### src/rtl/pong_input_hub.sv
// pong_input_hub: N-channel player input front end, fully synchronous to CLK.
// Per channel it synchronises and debounces a quadrature encoder and a push button,
// decodes x4 quadrature steps and keeps a saturating paddle position. It also produces
// the single-cycle SAMPLE_TICK / GAME_TICK enables and the LED heartbeat.
//
// Ports:
//   CLK          system clock
//   RST_N        asynchronous reset, active low
//   ENC_QA       [N_CH]        encoder phase A per channel (asynchronous)
//   ENC_QB       [N_CH]        encoder phase B per channel (asynchronous)
//   BUTTON       [N_CH]        push buttons, active high (asynchronous)
//   UP           [N_CH]        one-cycle pulse per forward step
//   DOWN         [N_CH]        one-cycle pulse per reverse step
//   BTN_PRESS    [N_CH]        one-cycle pulse on debounced button rising edge
//   POSITION     [N_CH*POS_W]  channel i position at [i*POS_W +: POS_W]
//   SAMPLE_TICK  one-cycle enable every SAMPLE_DIV cycles
//   GAME_TICK    one-cycle enable every SAMPLE_DIV*FSM_DIV cycles
//   LED          [4]           GAME_TICK count modulo 16
module pong_input_hub #(
  parameter int unsigned N_CH       = 2,
  parameter int unsigned SAMPLE_DIV = 75000,
  parameter int unsigned FSM_DIV    = 16,
  parameter int unsigned DEB_LEN    = 4,
  parameter int unsigned POS_W      = 11,
  parameter int unsigned POS_MIN    = 0,
  parameter int unsigned POS_MAX    = 15,
  parameter int unsigned POS_INIT   = 7,
  parameter int unsigned STEP       = 1
) (
  input  logic                  CLK,
  input  logic                  RST_N,
  input  logic [N_CH-1:0]       ENC_QA,
  input  logic [N_CH-1:0]       ENC_QB,
  input  logic [N_CH-1:0]       BUTTON,
  output logic [N_CH-1:0]       UP,
  output logic [N_CH-1:0]       DOWN,
  output logic [N_CH-1:0]       BTN_PRESS,
  output logic [N_CH*POS_W-1:0] POSITION,
  output logic                  SAMPLE_TICK,
  output logic                  GAME_TICK,
  output logic [3:0]            LED
);

  localparam int unsigned PresW = (SAMPLE_DIV > 1) ? $clog2(SAMPLE_DIV) : 1;
  localparam int unsigned GameW = (FSM_DIV > 1) ? $clog2(FSM_DIV) : 1;
  localparam int unsigned DcntW = (DEB_LEN > 1) ? $clog2(DEB_LEN) : 1;
  localparam int unsigned NBits = 3 * N_CH;
  localparam int unsigned PosWx = POS_W + 1;

  // Position arithmetic is one bit wider so neither clamp can wrap.
  localparam logic [POS_W:0]   StepX       = PosWx'(STEP);
  localparam logic [POS_W:0]   MinPlusStep = PosWx'(POS_MIN + STEP);
  localparam logic [POS_W:0]   MaxX        = PosWx'(POS_MAX);
  localparam logic [POS_W-1:0] PosMin      = POS_W'(POS_MIN);
  localparam logic [POS_W-1:0] PosMax      = POS_W'(POS_MAX);
  localparam logic [POS_W-1:0] PosInit     = POS_W'(POS_INIT);

  // Gray position of a quadrature state along the forward sequence 00,01,11,10.
  function automatic logic [1:0] gray_idx(input logic [1:0] ab);
    case (ab)
      2'b00:   gray_idx = 2'd0;
      2'b01:   gray_idx = 2'd1;
      2'b11:   gray_idx = 2'd2;
      default: gray_idx = 2'd3;
    endcase
  endfunction

  function automatic logic [POS_W-1:0] pos_dec(input logic [POS_W-1:0] p);
    logic [POS_W:0] ext;
    ext = {1'b0, p};
    if (ext < MinPlusStep) pos_dec = PosMin;
    else                   pos_dec = POS_W'(ext - StepX);
  endfunction

  function automatic logic [POS_W-1:0] pos_inc(input logic [POS_W-1:0] p);
    logic [POS_W:0] sum;
    sum = {1'b0, p} + StepX;
    if (sum > MaxX) pos_inc = PosMax;
    else            pos_inc = POS_W'(sum);
  endfunction

  // ---------------- timebase ----------------
  logic [PresW-1:0] pres_q;
  logic [GameW-1:0] game_q;
  logic [3:0]       led_q;
  logic             sample_tick;
  logic             game_tick;

  assign sample_tick = (pres_q == PresW'(SAMPLE_DIV - 1));
  assign game_tick   = sample_tick && (game_q == GameW'(FSM_DIV - 1));

  always_ff @(posedge CLK or negedge RST_N) begin
    if (!RST_N) begin
      pres_q <= '0;
      game_q <= '0;
      led_q  <= '0;
    end else begin
      pres_q <= sample_tick ? '0 : pres_q + PresW'(1);
      if (sample_tick) game_q <= game_tick ? '0 : game_q + GameW'(1);
      if (game_tick)   led_q  <= led_q + 4'd1;
    end
  end

  // ---------------- synchroniser + debounce ----------------
  // Bit layout: QA at [i], QB at [N_CH+i], BUTTON at [2*N_CH+i].
  logic [NBits-1:0]            raw;
  logic [NBits-1:0]            sync1_q, sync2_q;
  logic [NBits-1:0]            deb_q, deb_d;
  logic [NBits-1:0][DcntW-1:0] dcnt_q, dcnt_d;

  assign raw = {BUTTON, ENC_QB, ENC_QA};

  always_comb begin
    deb_d  = deb_q;
    dcnt_d = dcnt_q;
    if (sample_tick) begin
      for (int i = 0; i < NBits; i++) begin
        if (sync2_q[i] == deb_q[i]) begin
          dcnt_d[i] = '0;
        end else if (dcnt_q[i] == DcntW'(DEB_LEN - 1)) begin
          deb_d[i]  = sync2_q[i];
          dcnt_d[i] = '0;
        end else begin
          dcnt_d[i] = dcnt_q[i] + DcntW'(1);
        end
      end
    end
  end

  // ---------------- decode + position ----------------
  // Decoding compares the current debounced level with its next value, so pulses and
  // position updates land on the same edge that accepts a new level.
  logic [N_CH-1:0]             up_d, down_d, btn_d;
  logic [N_CH-1:0]             up_q, down_q, btn_q;
  logic [N_CH-1:0][POS_W-1:0]  pos_q, pos_d;

  always_comb begin
    up_d   = '0;
    down_d = '0;
    btn_d  = '0;
    pos_d  = pos_q;
    for (int i = 0; i < N_CH; i++) begin
      logic [1:0] delta;
      delta = gray_idx({deb_d[i], deb_d[N_CH+i]}) - gray_idx({deb_q[i], deb_q[N_CH+i]});
      // delta of 2 is a two-bit jump and is ignored.
      up_d[i]   = (delta == 2'd1);
      down_d[i] = (delta == 2'd3);
      btn_d[i]  = deb_d[2*N_CH+i] & ~deb_q[2*N_CH+i];
      if (up_d[i])        pos_d[i] = pos_dec(pos_q[i]);
      else if (down_d[i]) pos_d[i] = pos_inc(pos_q[i]);
    end
  end

  always_ff @(posedge CLK or negedge RST_N) begin
    if (!RST_N) begin
      sync1_q <= '0;
      sync2_q <= '0;
      deb_q   <= '0;
      dcnt_q  <= '0;
      up_q    <= '0;
      down_q  <= '0;
      btn_q   <= '0;
      pos_q   <= {N_CH{PosInit}};
    end else begin
      sync1_q <= raw;
      sync2_q <= sync1_q;
      deb_q   <= deb_d;
      dcnt_q  <= dcnt_d;
      up_q    <= up_d;
      down_q  <= down_d;
      btn_q   <= btn_d;
      pos_q   <= pos_d;
    end
  end

  assign UP          = up_q;
  assign DOWN        = down_q;
  assign BTN_PRESS   = btn_q;
  assign POSITION    = pos_q;
  assign SAMPLE_TICK = sample_tick;
  assign GAME_TICK   = game_tick;
  assign LED         = led_q;

endmodule
### config.mk
export PLATFORM = sky130hd
export DESIGN_NAME = pong_input_hub
export DESIGN_NICKNAME = d
export VERILOG_FILES = /design/src/rtl/pong_input_hub.sv
export SDC_FILE = /design/constraint.sdc
export NUM_CORES = 1
export LEC_CHECK = 0
export CAP_MARGIN = 20
export CORE_AREA = 2 2 88 153
export CTS_CLUSTER_DIAMETER = 60
export CTS_CLUSTER_SIZE = 16
export DETAILED_ROUTE_END_ITERATION = 10
export DIE_AREA = 0 0 90 155
export SYNTH_ARGS = -nofsm -noshare
export SYNTH_HDL_FRONTEND = slang
export SYNTH_SLANG_ARGS = --single-unit
### constraint.sdc
create_clock -name CLK -period 3.3 [get_ports CLK]
set_input_delay 0.66 -clock CLK [delete_from_list [all_inputs] [get_ports CLK]]
set_output_delay 0.66 -clock CLK [all_outputs]
set_load 0.005 [all_outputs]
==> report_table.html <==
<table>
<tr><th>Metric</th><th>Value</th></tr>
<tr><th colspan="2">Global routing</th></tr>
<tr><td>Largest net degree at the start of global routing</td><td>55</td></tr>
<tr><td>Via count of the first global-routing pass</td><td>3627</td></tr>
<tr><td>Antenna violations before repair</td><td>0</td></tr>
<tr><td>Wire length of the first global-routing pass</td><td>16820 µm</td></tr>
<tr><td>Global router's overall resource usage</td><td>14.73%</td></tr>
<tr><td>Gr ovfl total</td><td>0</td></tr>
<tr><th colspan="2">Logic synthesis</th></tr>
<tr><td>Net Count, Synth</td><td>477</td></tr>
<tr><td>Simple-gate share of the synthesized area</td><td>21.33%</td></tr>
<tr><td>Most used flip-flop cell after synthesis</td><td>sky130_fd_sc_hd__dfrtp_1</td></tr>
<tr><td>Post-synth design cell area</td><td>0.004377 mm²</td></tr>
<tr><td>Fraction of registers with async set/reset</td><td>100.0%</td></tr>
<tr><td>Count of flip-flops with a built-in enable after synthesis</td><td>0</td></tr>
<tr><td>Xor/xnor share of the synthesized area</td><td>6.489%</td></tr>
<tr><td>Synth unique cells</td><td>62</td></tr>
<tr><td>Adder-cell share of the synthesized area</td><td>6.575%</td></tr>
<tr><td>Most area-consuming cells after synthesis</td><td>sky130_fd_sc_hd__dfrtp_1, sky130_fd_sc_hd__ha_1, sky130_fd_sc_hd__nand2_1, sky130_fd_sc_hd__dfstp_2, sky130_fd_sc_hd__nor2_1</td></tr>
<tr><td>Cell accounting for the most synthesized area</td><td>sky130_fd_sc_hd__dfrtp_1</td></tr>
<tr><td>Share of the synthesized area in compound gates (AO/OA/AOI/OAI)</td><td>11.64%</td></tr>
<tr><td>Number of warnings issued by yosys</td><td>0</td></tr>
<tr><td>Top-count cell post-synth</td><td>sky130_fd_sc_hd__dfrtp_1</td></tr>
<tr><td>Combinational family with the most area after synthesis</td><td>simple AND/OR/NAND/NOR gates</td></tr>
<tr><td>Fraction of the yosys area taken by sequential cells</td><td>47.63%</td></tr>
<tr><td>Synthesized instance count</td><td>446</td></tr>
<tr><td>Synth Register Bits</td><td>83</td></tr>
<tr><td>Share of cell area taken by muxes after synthesis</td><td>2.716%</td></tr>
<tr><td>Area share of the leading cell type in the synthesized netlist</td><td>44.03%</td></tr>
<tr><td>Mean instance size in the synthesized netlist</td><td>9.813 µm²</td></tr>
<tr><td>Commonest cells post-synth</td><td>sky130_fd_sc_hd__dfrtp_1, sky130_fd_sc_hd__nand2_1, sky130_fd_sc_hd__nor2_1</td></tr>
<tr><th colspan="2">STA</th></tr>
<tr><td>Worst Clk Skew</td><td>0.01073 ns</td></tr>
<tr><td>Number of pins with negative max-slew slack in the final report</td><td>0</td></tr>
<tr><td>Final cycle utilization of the critical path</td><td>94.62%</td></tr>
<tr><td>Min cycle time layout</td><td>3.123 ns</td></tr>
<tr><td>Transition time of the tightest slew-check pin</td><td>0.7161 ns</td></tr>
<tr><td>Setup Viol. Count Final</td><td>0</td></tr>
<tr><td>Final Hold Fails</td><td>0</td></tr>
<tr><td>F_max</td><td>320.3 MHz</td></tr>
<tr><td>Post-route setup TNS</td><td>0 ns</td></tr>
<tr><td>Final worst setup slack</td><td>0.1774 ns</td></tr>
<tr><td>RSZ-0062 raised after global routing</td><td>no</td></tr>
<tr><td>Max_slew headroom</td><td>52.26%</td></tr>
<tr><th colspan="2">Critical path</th></tr>
<tr><td>Kind of critical path</td><td>reg2out</td></tr>
<tr><td>Type of origin of the critical path</td><td>flip-flop</td></tr>
<tr><td>Worst stage delay on the critical path</td><td>0.55 ns</td></tr>
<tr><td>Family with the most delay on the worst path</td><td>buffers and inverters</td></tr>
<tr><td>Slowest cell on the critical path</td><td>sky130_fd_sc_hd__or4b_1</td></tr>
<tr><td>Most frequent cell on the critical path</td><td>sky130_fd_sc_hd__buf_4</td></tr>
<tr><td>Sum of buffers and inverters on the critical path</td><td>3</td></tr>
<tr><td>Arrival time reported for the critical path endpoint</td><td>2.46 ns</td></tr>
<tr><td>Worst endpoint required time</td><td>2.64 ns</td></tr>
<tr><td>Critical path, cell by cell</td><td>buf_4 &gt; or4b_1 &gt; nor4_2 &gt; buf_4 &gt; clkdlybuf4s50_1</td></tr>
<tr><td>Crit-path max FO</td><td>5</td></tr>
<tr><td>Worst Setup End Kind</td><td>primary output</td></tr>
<tr><th colspan="2">Die</th></tr>
<tr><td>Vertical die dimension</td><td>155 µm</td></tr>
<tr><td>Area of the core</td><td>0.01280 mm²</td></tr>
<tr><td>Top-Level Pins</td><td>42</td></tr>
<tr><td>Die outline width</td><td>90 µm</td></tr>
<tr><td>Initial Utilization</td><td>34.19%</td></tr>
<tr><td>Standard-cell row count</td><td>55</td></tr>
<tr><td>Die Footprint</td><td>0.01395 mm²</td></tr>
<tr><th colspan="2">Cells and area</th></tr>
<tr><td>Share of cells above drive strength 1</td><td>17.97%</td></tr>
<tr><td>Cell area after layout</td><td>0.005699 mm²</td></tr>
<tr><td>Area Growth Syn to Fin</td><td>30.22%</td></tr>
<tr><td>Antenna diodes</td><td>0</td></tr>
<tr><td>Fill cells</td><td>1274</td></tr>
<tr><td>Count of nets after finishing</td><td>549</td></tr>
<tr><th colspan="2">Drt</th></tr>
<tr><td>Final routed DRC violation total</td><td>0</td></tr>
<tr><td>Count of routing violations after the opening detailed-route iteration</td><td>178</td></tr>
<tr><td>Vias post-DR</td><td>3554</td></tr>
<tr><td>Mean number of vias per cell</td><td>5.121</td></tr>
<tr><td>DRT Wirelength</td><td>9870 µm</td></tr>
<tr><td>1st-pass router iterations</td><td>4</td></tr>
<tr><td>Antenna Violating Nets Remaining</td><td>0</td></tr>
<tr><td>Routed length per placed instance</td><td>14.22 µm</td></tr>
<tr><th colspan="2">Placement</th></tr>
<tr><td>Post-Place Worst Slack</td><td>-0.2147 ns</td></tr>
<tr><td>Port-buffer cells</td><td>41</td></tr>
<tr><td>Placed standard-cell area</td><td>0.005224 mm²</td></tr>
<tr><td>Final estimated routing congestion in global placement</td><td>0.8491</td></tr>
<tr><td>Placed wire-length estimate after detailed placement</td><td>7154 µm</td></tr>
<tr><th colspan="2">Run status</th></tr>
<tr><td>Outcome</td><td>finished clean</td></tr>
<tr><th colspan="2">Pwr</th></tr>
<tr><td>Power density over cell area</td><td>414.6 mW/mm²</td></tr>
<tr><td>Post-layout power</td><td>2.363 mW</td></tr>
<tr><td>Leakage dissipation</td><td>2.701 nW</td></tr>
<tr><td>Maximum vdd drop</td><td>251.9 µV</td></tr>
<tr><th colspan="2">CTS</th></tr>
<tr><td>Num Clock Sinks</td><td>83</td></tr>
<tr><td>Clock network latency to the later pin of the worst-skew pair</td><td>0.34 ns</td></tr>
<tr><td>Reg clk slew, reported paths</td><td>0.06 ns</td></tr>
<tr><td>Cell at the root of the clock tree</td><td>sky130_fd_sc_hd__clkbuf_16</td></tr>
<tr><td>Maximum count of clock buffers along a single path</td><td>2</td></tr>
<tr><td>Number of buffers inserted during clock tree synthesis</td><td>9</td></tr>
<tr><td>CTS tree</td><td>done</td></tr>
<tr><td>Number of H-tree branching levels</td><td>3</td></tr>
<tr><th colspan="2">Job</th></tr>
<tr><td>Max_cap viols</td><td>0</td></tr>
<tr><th colspan="2">Hold path</th></tr>
<tr><td>Classification of the worst-slack hold path</td><td>reg2reg</td></tr>
</table>
-- cell usage in the layout, fill, tap and decap left out, types with 3 or more instances in the layout --
cell type and count:
sky130_fd_sc_hd__dfrtp_1 77, sky130_fd_sc_hd__nand2_1 57, sky130_fd_sc_hd__buf_4 44, sky130_fd_sc_hd__clkdlybuf4s50_1 40
sky130_fd_sc_hd__nor2_1 38, sky130_fd_sc_hd__ha_1 22, sky130_fd_sc_hd__o21ai_0 20, sky130_fd_sc_hd__nand3_1 20
sky130_fd_sc_hd__xor2_1 15, sky130_fd_sc_hd__inv_1 15, sky130_fd_sc_hd__a31oi_1 13, sky130_fd_sc_hd__xnor2_1 12
sky130_fd_sc_hd__nor3_1 11, sky130_fd_sc_hd__nand4_1 10, sky130_fd_sc_hd__a21oi_1 9, sky130_fd_sc_hd__clkbuf_16 9
sky130_fd_sc_hd__or3_1 8, sky130_fd_sc_hd__dfstp_2 6, sky130_fd_sc_hd__mux2_2 6, sky130_fd_sc_hd__and2_1 6
sky130_fd_sc_hd__bufinv_16 5, sky130_fd_sc_hd__o21ai_1 4, sky130_fd_sc_hd__mux2i_1 4, sky130_fd_sc_hd__o211ai_1 4
sky130_fd_sc_hd__and3_1 3, sky130_fd_sc_hd__nor4_1 3, sky130_fd_sc_hd__a21o_1 3, sky130_fd_sc_hd__o31ai_1 3
sky130_fd_sc_hd__a22oi_1 3
-- logic make-up after synthesis --
logic type      after synthesis
compound gates               78
flops                        83
buf+inv                      38
mux                          11
simple gates                184
fa+ha+maj                    23
xor+xnor                     29
-- layout make-up --
type	count	area, µm²	area share (%)
inverters	15	56.30	0.9879
well taps	171	214.0	3.754
clock buffers	9	225.2	3.952
repair buffers	84	730.7	12.82
flip-flops and latches	83	2085	36.58
multi-input cells	325	2225	39.03
clock inverters	7	163.9	2.876
-- metal layers --
layer | global-route usage, % | up-vias | wire length (µm)
li1 | - | 1721 | -
met5 | 0 | - | 0
met2 | 27.75 | 74 | 5378
met1 | 15.88 | 1741 | 3958
met3 | 2.663 | 18 | 318
met4 | 6.593 | 0 | 214
-- where the power goes --
part           leakage, nW  switching, mW  internal [mW]  total, mW
sequential            1.10        0.00371           1.03       1.03
combinational         1.42         0.0234         0.0105     0.0339
clock                0.190          0.408          0.892       1.30
total                 2.70          0.435           1.93       2.36
-- state kept, by name, summed over array words and instances, names as in the netlist --
name       cells
POSITION      22
pres_q        17
dcnt_q        12
deb_q          6
sync1_q        6
sync2_q        6
LED            4
game_q         4
BTN_PRESS      2
DOWN           2
UP             2
-- worst paths after layout --
check                                 from      endpoint  slack [ns]  cells past startpoint
worst max-delay path            pres_q[12]   SAMPLE_TICK        0.18                      5
worst min-delay path            sync1_q[0]    sync2_q[0]        0.35                      0
worst max register to register   pres_q[8]  POSITION[12]        0.18                     10
worst min register to register  sync1_q[0]    sync2_q[0]        0.35                      0
max in group asynchronous            RST_N  POSITION[13]        2.16                      2
min in group asynchronous            RST_N    sync1_q[4]        0.39                      1
-- stage by stage --
step	util (%)	cells	hold WS (ns)
floorplan	-	446	0.3312
global placement	40.81	675	0.3360
detailed placement	40.81	675	0.3347
CTS	44.11	692	0.3482
global route	44.53	694	0.3639
finish	44.53	694	0.3462
-- timing repair --
action	4_1_cts	5_1_grt
pin swaps	1	5
setup endpoints to repair	23	20
hold buffers	0	0
resized for setup	5	12
buffers inserted	1	2
(Power assumes the default switching activity.)
==> patch 1: new RTL, same flow settings <==
Register the input `BUTTON` before use, with the module's reset. The logic sees it one clock later. The other inputs are not delayed to match.
--- a/src/rtl/pong_input_hub.sv
+++ b/src/rtl/pong_input_hub.sv
@@ -56,4 +56,14 @@
   localparam logic [POS_W-1:0] PosInit     = POS_W'(POS_INIT);
 
+  logic [N_CH-1:0] BUTTON_q;
+
+  always_ff @(posedge CLK or negedge RST_N) begin
+    if (!RST_N) begin
+      BUTTON_q <= '0;
+    end else begin
+      BUTTON_q <= BUTTON;
+    end
+  end
+
   // Gray position of a quadrature state along the forward sequence 00,01,11,10.
   function automatic logic [1:0] gray_idx(input logic [1:0] ab);
@@ -109,5 +119,5 @@
   logic [NBits-1:0][DcntW-1:0] dcnt_q, dcnt_d;
 
-  assign raw = {BUTTON, ENC_QB, ENC_QA};
+  assign raw = {BUTTON_q, ENC_QB, ENC_QA};
 
   always_comb begin
Formal check against the unedited RTL: same outputs for any inputs over 10 cycles, from zero or initial values and one cycle with RST_N low; that may be too few to reach the edited logic, so the function may still have changed.
==> patch 1 against the unedited design <==
The flow now finishes with violations (negative setup slack); routed wire length rose by 5.2%; sequential cell count increased by 2; largest cell class unchanged; largest power group unchanged; highest routed layer unchanged; setup slack got worse by 210 ps; total power decreased by 4.2%; final area increased by 3.4%; sequential share of layout area down 0.35 points; synthesized cell count is 0.22% lower; synthesized area increased by 2.3%.
==> patch 1: results (changes against the unedited design) <==
Outcome
The flow ran to the end, but the final reports show violations. The final reports fail on negative setup slack.

Placement
The placed cell count is 674 (-0.15%). The post-place setup slack came to -114 ps (+100 ps). The placed cell area is 5310 um^2 (+1.7%). The global placer's final weighted congestion is 0.863 (+1.6%). The post-detailed-placement half-perimeter wirelength was 7230 um (+1.1%).

Yosys
The compound-cell area share of the yosys netlist was 12.3% (+0.63 points). The number of unique standard cell types used by synthesis is 57 (-8.1%). The fraction of the yosys area taken by sequential cells came to 47.7% (about the same). The arithmetic-cell share of the synthesized area counting full adders, half adders and majority gates came to 6.43% (-0.15 points). The average cell area after synthesis is 10.1 um^2 (+2.5%). By area the synthesized netlist is led by sky130_fd_sc_hd__dfrtp_1, sky130_fd_sc_hd__ha_1, sky130_fd_sc_hd__dfstp_2, sky130_fd_sc_hd__nand2_1, sky130_fd_sc_hd__nor2_1. Counting instances in the post-synthesis netlist gives the leading cell types as sky130_fd_sc_hd__dfrtp_1, sky130_fd_sc_hd__nand2_1, sky130_fd_sc_hd__nor2_1.

The share of the synthesized netlist area taken by xor and xnor gates is 5.95% (-0.54 points). The post-synthesis net count is 476 (-0.21%).

Final layout
The share of layout cells above drive strength 1 is 22.5% (+4.5 points). The count of nets after finishing is 552 (+0.55%). The filler cell count is 1230 (-3.5%). The flip-flop count of the largest register after layout is 22 (unchanged).

Route
The total routed wire length on the met1 layer was 4150 um (+5.0%). The detailed-route wire length is 10400 um (+5.2%). The detailed-routed wire length on met3 was 239 um (-25%).

The initial detailed-routing violation count came to 136 (-24%). The average via count per standard cell is 5.20 (+1.6%).

GRT
The largest net degree at the start of global routing is 44 (-20%). The met1 layer usage reported by global route was 17.1% (+1.2 points). The first-pass GRT wire length was 17400 um (+3.3%). The fraction of met3 tracks used by global routing was 2.47% (-0.19 points).

Power
The static leakage power is 2.77 nW (+2.7%). The maximum ir drop on the vdd rail is 285 uV (+13%).

CTS
The count of buffers added by post-CTS timing repair for setup was 3 (+2). The count of instances resized after the clock tree is built is 10 (+5).

Timing
The worst slew slack as a fraction of its limit is 52.0% (-0.27 points). The worst setup margin is -34.3 ps (-212 ps). The count of endpoints failing setup in the final report is 3 (+3). The post-route setup TNS is -63.6 ps (-63.6 ps).

The post-route clock skew came to 7.98 ps (-2.74 ps).

Setup path
The maximum fanout encountered on the critical timing path is 7 (+2). Among cell families on the critical path, the largest total delay comes from simple AND/OR/NAND/NOR gates. The largest individual stage delay along the critical path comes from the cell sky130_fd_sc_hd__or4b_4.
-- patch 1: power breakdown --
part	leakage (nW)	switching, mW	internal [mW]
combinational	1.49	0.0233	0.0108
clock	0.169	0.415	0.760
sequential	1.12	0.00424	1.05
-- patch 1: path summary, 6_finish.rpt --
kind	from	endpoint	slack, ps	depth (start not counted)
setup / recovery	pres_q[12]	POSITION[10]	-30	11
hold / removal	RST_N	dcnt_q[3]	310	1
setup reg to reg	pres_q[12]	POSITION[10]	-30	11
hold reg to reg	sync1_q[5]	sync2_q[5]	350	0
max in group asynchronous	RST_N	POSITION[10]	2260	2
min in group CLK	sync1_q[5]	sync2_q[5]	350	0
-- patch 1: final cells by class --
type,count,area (um^2),area share [%]
tap,171,214,3.63
multi-input combinational,318,2350,39.9
timing repair buffer,82,749,12.7
sequential,85,2130,36.2
clock inverter,5,108,1.83
inverter,25,93.8,1.59
clock buffer,10,239,4.06
==> patch 2: new RTL, same settings <==
Made on the original files. Change the parameter `FSM_DIV` from 16 to 8.
--- a/src/rtl/pong_input_hub.sv
+++ b/src/rtl/pong_input_hub.sv
@@ -20,5 +20,5 @@
   parameter int unsigned N_CH       = 2,
   parameter int unsigned SAMPLE_DIV = 75000,
-  parameter int unsigned FSM_DIV    = 16,
+  parameter int unsigned FSM_DIV    = 8,
   parameter int unsigned DEB_LEN    = 4,
   parameter int unsigned POS_W      = 11,
Function: no difference found for any inputs over 10 cycles, from zero or initial values and one cycle with RST_N low; that may be too few to reach the edited logic, so the function may still have changed.
==> patch 2 against the unedited design <==
Synthesized area fell by 1.0%; synthesized cell count decreased by 1.8%; setup slack got worse by 140 ps; total power down 6.8%; maximum frequency fell by 4.2%; sequential cell count is 1 lower; die area unchanged; largest cell class unchanged; routed wire length shrank 4.7%; clock power fell by 12%; sequential share of layout area up 0.63 points; largest power group unchanged; final cell count fell by 3.2%; clock skew is 5.9 ps lower; final area fell by 2.9%.
==> patch 2: results (changes against the unedited design) <==
Outcome
The flow ran to the end, and the final reports show no timing, DRC or antenna violations.

GRT
The via count of the first global-routing pass is 3469 (-4.4%). The first-pass GRT wire length is 15900 um (-5.3%). The largest net degree at the start of global routing came to 83 (+51%).

The number of antenna violations at the first check in global routing came to 0 (unchanged). The aggregate global-route resource usage is 13.9% (-0.80 points).

Timing
The slew at the pin closest to its max-slew limit is 660 ps (-56.2 ps). The post-route clock skew is 4.83 ps (-5.89 ps).

Yosys
The cell count after synthesis is 438 (-1.8%). The fraction of the yosys area taken by sequential cells is 47.5% (-0.082 points). The share of the synthesized netlist area taken by xor and xnor gates is 6.87% (+0.39 points). The number of unique standard cell types used by synthesis is 63 (+1.6%). Yosys attributes the largest share of cell area to sky130_fd_sc_hd__dfrtp_1, sky130_fd_sc_hd__ha_1, sky130_fd_sc_hd__nand2_1, sky130_fd_sc_hd__dfstp_2, sky130_fd_sc_hd__xor2_1. The commonest cells after synthesis are sky130_fd_sc_hd__dfrtp_1, sky130_fd_sc_hd__nand2_1, sky130_fd_sc_hd__nor2_1. The post-synthesis instance area is 4330 um^2 (-1.0%). The compound-cell area share of the yosys netlist is 12.0% (+0.35 points).

The post-synthesis net count came to 470 (-1.5%). The arithmetic-cell share of the synthesized area counting full adders, half adders and majority gates came to 6.93% (+0.36 points). The mux contribution to synthesized area is 1.76% (-0.95 points).

Setup path
The data arrival time at the worst-slack endpoint is 3540 ps (+1080 ps). The family with the most delay on the worst path is simple AND/OR/NAND/NOR gates. The depth of the worst register-to-register path is 12 (+2). The internal reg-to-reg setup slack came to 40 ps (-140 ps).

Route
The detailed-route wire length came to 9410 um (-4.7%). The initial detailed-routing violation count came to 150 (-16%). The number of vias in the routed layout is 3418 (-3.8%).

Power
The total power of the final layout was 2.20 mW (-6.8%). The maximum ir drop on the vdd rail is 250 uV (-0.93%). The internal cell power is 1.78 mW (-7.7%).

The clock-net power is 1.15 mW (-12%). The static leakage power is 2.70 nW (about the same).

Placement
The global placer's final weighted congestion is 0.854 (+0.62%). The placed cell count came to 649 (-3.9%). The post-detailed-placement half-perimeter wirelength is 6390 um (-11%).

Final layout
The number of non-filler instances in the completed layout is 672 (-3.2%). The count of nets after finishing is 529 (-3.6%). The filler cell count came to 1263 (-0.86%).

Worst hold path
The class of the tightest hold or removal check is input pin to async pin.
==> patch 2: per-layer routing <==
| layer | wire length [um] | GRT usage (%) |
|---|---|---|
| met4 | 201 | 7.18 |
| met1 | 3810 | 15.5 |
| met3 | 328 | 3.34 |
| met2 | 5070 | 24.7 |
| met5 | 0 | 0 |
==> patch 2: final cells by class <==
cell class              instances  area share (%)
multi-input cells             320            40.4
flip-flops and latches         82            37.2
repair buffers                 64            10.9
clock buffers                  10            4.32
well taps                     171            3.87
clock inverters                 5            1.85
inverters                      19            1.33
repair inverters                1          0.0904
==> patch 2: repair_timing <==
item,CTS,global route
pin swaps,1,11
buffers inserted,1,4
gates cloned,1,1
resized for setup,8,22
setup endpoints to repair,13,18
==> patch 2: through the flow <==
step                cell area [um^2]  hold WS (ps)  worst slack, ps
floorplan                       4330           331             38.6
global placement                4990           333             42.3
detailed placement              4990           337            -49.4
CTS                             5370           349             14.2
global route                    5540           188            -82.5
finish                          5540           188             39.5
